### src/rtl/mem_arbiter.sv
// Shared-memory arbiter for an instruction port and a data port.
// Handshake: a request (IReq/DReq) is sampled in IDLE. The winning command
// goes out combinationally that cycle. Completion is a single-cycle Ready
// pulse. A request that is dropped before it is granted is ignored.
// Reads complete two cycles after grant. Stores complete one cycle after grant.
module mem_arbiter #(
    parameter int unsigned MAX_DSTREAK = 4
) (
    input  logic        Clock,
    input  logic        nReset,
    input  logic        IReq,
    input  logic [15:0] IAddr,
    output logic [31:0] IData,
    output logic        IReady,
    input  logic        DReq,
    input  logic        DWrite,
    input  logic [15:0] DAddr,
    input  logic [31:0] DWData,
    input  logic        DWriteL,
    input  logic        DWriteR,
    output logic [31:0] DRData,
    output logic        DReady,
    output logic [15:0] MemAddr,
    output logic [31:0] MemWData,
    output logic        MemReadEn,
    output logic        MemWriteEn,
    output logic        MemWriteL,
    output logic        MemWriteR,
    input  logic [31:0] MemRData,
    output logic [1:0]  dbg_state
);

    typedef enum logic [1:0] {
        IDLE   = 2'd0,
        WAIT_I = 2'd1,
        WAIT_D = 2'd2
    } state_t;

    localparam logic [3:0] STREAK_MAX = 4'(MAX_DSTREAK);

    state_t      state_q, state_d;
    logic [3:0]  streak_q, streak_d;
    logic [15:0] addr_q, addr_d;
    logic [31:0] wdata_q, wdata_d;
    logic [31:0] idata_q, idata_d;
    logic [31:0] drdata_q, drdata_d;
    logic        iready_q, iready_d;
    logic        dready_q, dready_d;

    logic        arb_ok;
    logic        grant_d;
    logic        grant_i;

    // Arbitration: data wins unless a waiting fetch has been starved for the full streak.
    always_comb begin
        arb_ok  = nReset && (state_q == IDLE);
        grant_d = arb_ok && DReq && !(IReq && (streak_q == STREAK_MAX));
        grant_i = arb_ok && IReq && !grant_d;
    end

    // Memory command is driven in the grant cycle; address and write data hold otherwise.
    always_comb begin
        MemReadEn  = grant_i || (grant_d && !DWrite);
        MemWriteEn = grant_d && DWrite;
        MemWriteL  = grant_d && DWrite && DWriteL;
        MemWriteR  = grant_d && DWrite && DWriteR;
        MemAddr    = grant_i ? IAddr : (grant_d ? DAddr : addr_q);
        MemWData   = (grant_d && DWrite) ? DWData : wdata_q;
    end

    // Next-state, capture and streak logic.
    always_comb begin
        state_d  = state_q;
        idata_d  = idata_q;
        drdata_d = drdata_q;
        iready_d = 1'b0;
        dready_d = 1'b0;
        addr_d   = MemAddr;
        wdata_d  = MemWData;
        streak_d = streak_q;

        case (state_q)
            IDLE: begin
                if (grant_i) begin
                    state_d = WAIT_I;
                end else if (grant_d) begin
                    if (DWrite) begin
                        dready_d = 1'b1;
                    end else begin
                        state_d = WAIT_D;
                    end
                end
            end
            WAIT_I: begin
                idata_d  = MemRData;
                iready_d = 1'b1;
                state_d  = IDLE;
            end
            WAIT_D: begin
                drdata_d = MemRData;
                dready_d = 1'b1;
                state_d  = IDLE;
            end
            default: state_d = IDLE;
        endcase

        if (!IReq || grant_i) begin
            streak_d = 4'd0;
        end else if (grant_d && (streak_q < STREAK_MAX)) begin
            streak_d = streak_q + 4'd1;
        end
    end

    // State register with synchronous active-low reset.
    always_ff @(posedge Clock) begin
        if (!nReset) begin
            state_q  <= IDLE;
            streak_q <= 4'd0;
            addr_q   <= 16'd0;
            wdata_q  <= 32'd0;
            idata_q  <= 32'd0;
            drdata_q <= 32'd0;
            iready_q <= 1'b0;
            dready_q <= 1'b0;
        end else begin
            state_q  <= state_d;
            streak_q <= streak_d;
            addr_q   <= addr_d;
            wdata_q  <= wdata_d;
            idata_q  <= idata_d;
            drdata_q <= drdata_d;
            iready_q <= iready_d;
            dready_q <= dready_d;
        end
    end

    assign IData     = idata_q;
    assign DRData    = drdata_q;
    assign IReady    = iready_q;
    assign DReady    = dready_q;
    assign dbg_state = state_q;

endmodule

### config.mk
export PLATFORM = sky130hd
export DESIGN_NAME = mem_arbiter
export DESIGN_NICKNAME = d
export VERILOG_FILES = /design/src/rtl/mem_arbiter.sv
export SDC_FILE = /design/constraint.sdc
export NUM_CORES = 1
export LEC_CHECK = 0
export BUFFER_PORTS_ARGS = -buffer_cell sky130_fd_sc_hd__buf_2
export CORE_MARGIN = 5
export CORE_UTILIZATION = 24
export DETAILED_ROUTE_END_ITERATION = 6
export GPL_TIMING_DRIVEN = 0
export PLACE_DENSITY_LB_ADDON = 0.05
export SKIP_LAST_GASP = 1
export SYNTH_ARGS = -nofsm -noshare
export SYNTH_HDL_FRONTEND = slang
export SYNTH_SLANG_ARGS = --single-unit
### constraint.sdc
create_clock -name Clock -period 4.5 [get_ports Clock]
set_clock_uncertainty 0.2 [all_clocks]
set_input_delay 0.9 -clock Clock [delete_from_list [all_inputs] [get_ports Clock]]
set_output_delay 0.9 -clock Clock [all_outputs]
set_load 0.01 [all_outputs]
==> flow_results.xml <==
<?xml version="1.0" encoding="UTF-8"?>
<metrics>
  <group name="synth">
    <metric name="syn_nets" unit="">758</metric>
    <metric name="yosys.area_share.xor_xnor" unit="%">0</metric>
    <metric name="edff_count_synth" unit="">0</metric>
    <metric name="syn_inst" unit="">653</metric>
    <metric name="synth_top_family_by_area" unit="">simple AND/OR/NAND/NOR gates</metric>
    <metric name="postSynth.asyncResetShare" unit="%">0</metric>
    <metric name="synthDominantAreaCellType" unit="">sky130_fd_sc_hd__dfxtp_1</metric>
    <metric name="synth_warnings" unit="">0</metric>
    <metric name="ys_ff_latch" unit="">120</metric>
    <metric name="ys_dominant_reg_cell" unit="">sky130_fd_sc_hd__dfxtp_1</metric>
    <metric name="synth.cells.most_frequent" unit="">sky130_fd_sc_hd__nand2_1 (162), sky130_fd_sc_hd__dfxtp_1 (120), sky130_fd_sc_hd__a21boi_0 (64)</metric>
    <metric name="synth-adder-area-share" unit="%">0.457</metric>
    <metric name="synth_area_in_compound_gates" unit="%">20.7</metric>
    <metric name="top_post_synthesis_cells_by_area" unit="">sky130_fd_sc_hd__dfxtp_1 (44%), sky130_fd_sc_hd__nand2_1 (11%), sky130_fd_sc_hd__a21boi_0 (8.8%), sky130_fd_sc_hd__o21ai_0 (4.1%), sky130_fd_sc_hd__nand4_1 (3.7%)</metric>
    <metric name="synthMostInstantiatedCell" unit="">sky130_fd_sc_hd__nand2_1</metric>
    <metric name="post_synth.cell_area_avg" unit="um2">8.39</metric>
    <metric name="synth_seq_area_share" unit="%">43.9</metric>
    <metric name="synth_top_area_share" unit="%">43.9</metric>
    <metric name="mux_contribution_to_synthesized_area" unit="%">0</metric>
    <metric name="netlist-cell-type-count" unit="">44</metric>
    <metric name="synth-simple-area-share" unit="%">26.3</metric>
    <metric name="post_synth_instance_area" unit="um2">5480</metric>
  </group>
  <group name="timing">
    <metric name="slew_viol_final" unit="">0</metric>
    <metric name="slew_headroom" unit="%">57.8</metric>
    <metric name="tightest_slew" unit="ns">0.633</metric>
    <metric name="timing.final.ws_setup" unit="ns">0.952</metric>
    <metric name="sum_of_negative_setup_slack" unit="ns">0</metric>
    <metric name="grt_setup_unrepaired" unit="">false</metric>
    <metric name="max_clock_freq" unit="GHz">0.282</metric>
    <metric name="post_route_clock_period_utilization" unit="%">78.8</metric>
    <metric name="report.final.hold_viol_count" unit="">0</metric>
    <metric name="finalSetupViolCount" unit="">0</metric>
    <metric name="post-route-min-period" unit="ns">3.55</metric>
  </group>
  <group name="cells_and_area">
    <metric name="layout.filler_cells" unit="">2443</metric>
    <metric name="combined_area_of_the_multi_input_logic_cells" unit="um2">2600</metric>
    <metric name="finalNetCount" unit="">998</metric>
    <metric name="finish.instance_area" unit="um2">7550</metric>
    <metric name="ff_latch_area" unit="um2">2400</metric>
    <metric name="post_route_cells_drive_above_1_share" unit="%">34.8</metric>
    <metric name="antenna_cells" unit="">0</metric>
    <metric name="area_delta_synth_final" unit="%">37.9</metric>
  </group>
  <group name="setup_path">
    <metric name="critPathKind" unit="">in -&gt; out</metric>
    <metric name="timing.critical_path.from_type" unit="">input port</metric>
    <metric name="crit_fanout" unit="">10</metric>
    <metric name="crit_arrival" unit="ns">2.45</metric>
    <metric name="data_required_time_of_the_worst_path" unit="ns">3.40</metric>
    <metric name="crit_path_end_kind" unit="">primary output</metric>
  </group>
  <group name="placed_design">
    <metric name="io_buffers" unit="">221</metric>
    <metric name="finalWeightedCongestion" unit="">0.773</metric>
    <metric name="detailedPlace.worstSlack" unit="ns">0.996</metric>
    <metric name="dpl_cell_area" unit="um2">6940</metric>
    <metric name="hpwl" unit="um">14400</metric>
  </group>
  <group name="clock_tree">
    <metric name="max-clock-path-buffers" unit="">2</metric>
    <metric name="clock_tree_root" unit="">sky130_fd_sc_hd__clkbuf_16</metric>
    <metric name="cts_max_level" unit="">4</metric>
    <metric name="cts_buffer_count" unit="">17</metric>
    <metric name="cts_tree" unit="">done</metric>
    <metric name="clk_transition_reported_paths" unit="ns">0.06</metric>
    <metric name="cts_repair_resize_count" unit="">0</metric>
    <metric name="numClockSinks" unit="">120</metric>
    <metric name="post_cts_buffers" unit="">0</metric>
    <metric name="cts.hold.buffers_added" unit="">0</metric>
    <metric name="worst_skew_pair.late_latency" unit="ns">0.41</metric>
  </group>
  <group name="routing">
    <metric name="drt.antenna.violating_nets" unit="">0</metric>
    <metric name="post_drt_wl_per_cell" unit="um">16.2</metric>
    <metric name="vias" unit="">5302</metric>
    <metric name="detail_route.wirelength" unit="um">19300</metric>
    <metric name="drc_errors" unit="">0</metric>
    <metric name="vias_per_cell" unit="">4.45</metric>
    <metric name="drt_pre_antenna_iters" unit="">6</metric>
    <metric name="drt_iter0_drc" unit="">246</metric>
  </group>
  <group name="die">
    <metric name="coreArea" unit="um2">22600</metric>
    <metric name="die-area" unit="um2">25900</metric>
    <metric name="die_x" unit="um">161</metric>
    <metric name="std_cell_rows" unit="">55</metric>
    <metric name="initial_utilization" unit="%">24.3</metric>
    <metric name="dieHeight" unit="um">161</metric>
    <metric name="io_pins" unit="">223</metric>
  </group>
  <group name="outcome">
    <metric name="run_status" unit="">finished clean</metric>
  </group>
  <group name="power_and_ir_drop">
    <metric name="leakage" unit="uW">0.00315</metric>
    <metric name="vdd_ir_drop_max" unit="mV">0.183</metric>
    <metric name="totalPowerFinal" unit="uW">2950</metric>
    <metric name="powerDensity" unit="nW/um2">391</metric>
  </group>
  <group name="grt">
    <metric name="grt_pass1_wl" unit="um">30300</metric>
    <metric name="grt_max_degree" unit="">17</metric>
    <metric name="number_of_antenna_violations_at_the_first_check_in_global_routing" unit="">1</metric>
    <metric name="first_global_vias" unit="">5398</metric>
    <metric name="grt_overflow_total" unit="">0</metric>
    <metric name="gr-usage-all-layers" unit="%">14.7</metric>
  </group>
  <group name="flow_run">
    <metric name="cap_violations" unit="">0</metric>
  </group>
  <group name="hold_path">
    <metric name="min-delay-path-class" unit="">reg -&gt; reg</metric>
  </group>
</metrics>
==> layer usage <==
layer	up-vias	GRT usage [%]	wire length, um
met5	-	0	13
met2	157	23.4	8790
met1	2395	18.9	8910
met4	2	4.38	289
li1	2727	-	-
met3	21	4.95	1250
==> worst max-delay path, cell delays in order <==
cell                       delay (ns)
sky130_fd_sc_hd__buf_2           0.14
sky130_fd_sc_hd__nor4bb_4        0.30
sky130_fd_sc_hd__buf_4           0.19
sky130_fd_sc_hd__clkbuf_1        0.32
sky130_fd_sc_hd__nand4_1         0.21
sky130_fd_sc_hd__o21ai_0         0.18
sky130_fd_sc_hd__buf_2           0.20
==> sequential cells by signal, summed over array words and instances (netlist names) <==
name,count
addr_q,16
DRData,32
streak_q,4
DReady,1
dbg_state,2
wdata_q,32
IData,32
IReady,1
==> per-stage QoR <==
stage	std cells	utilization, %	hold slack [ns]
3_5_place_dp	1159	30.7	0.245
6_report	1191	33.5	0.256
3_3_place_gp	1159	30.7	0.242
4_1_cts	1191	33.5	0.255
5_1_grt	1191	33.5	0.275
2_1_floorplan	653	-	0.228
==> cell usage in the layout (no fill, tap or decap), drive strengths merged, types with 17 or more instances in the layout <==
| master | netlist | final |
|---|---|---|
| a21boi | 64 | 64 |
| a211oi | 18 | 18 |
| nand2 | 162 | 162 |
| clkbuf | 39 | 57 |
| inv | 36 | 43 |
| dfxtp | 120 | 120 |
| o21ai | 66 | 66 |
| buf | 22 | 243 |
| nor3 | 17 | 17 |
| nand4 | 32 | 32 |
| a21oi | 18 | 18 |
==> report_power, final <==
part / internal [uW] / switching, uW
logic: 158 / 218
clock network: 887 / 559
registers: 1110 / 20.6
total: 2150 / 798
==> final timing paths <==
check	start	end	slack [ns]	depth (start not counted)
hold reg to reg	wdata_q[24]	wdata_q[24]	0.26	2
setup / recovery	DReq	MemWData[28]	0.95	7
setup reg to reg	streak_q[0]	addr_q[6]	2.36	6
hold / removal	wdata_q[24]	wdata_q[24]	0.26	2
==> kinds of logic (layout without fill, tap and decap cells) <==
family,count (synthesis),count (layout)
AOI/OAI and AO/OA,169,169
DFF,120,120
and+or+nand+nor,265,265
adders and majority gates,2,2
buffers and inverters,97,350
==> area by class of cell <==
class                      count  share of cell area [%]
clock inverter                14                    2.45
multi-input combinational    436                    34.5
timing repair buffer         221                    14.6
clock buffer                  18                    5.68
tap                          285                    4.72
inverter                      36                    1.79
sequential                   120                    31.8
buffer                        61                    4.46
(Power assumes the default switching activity.)
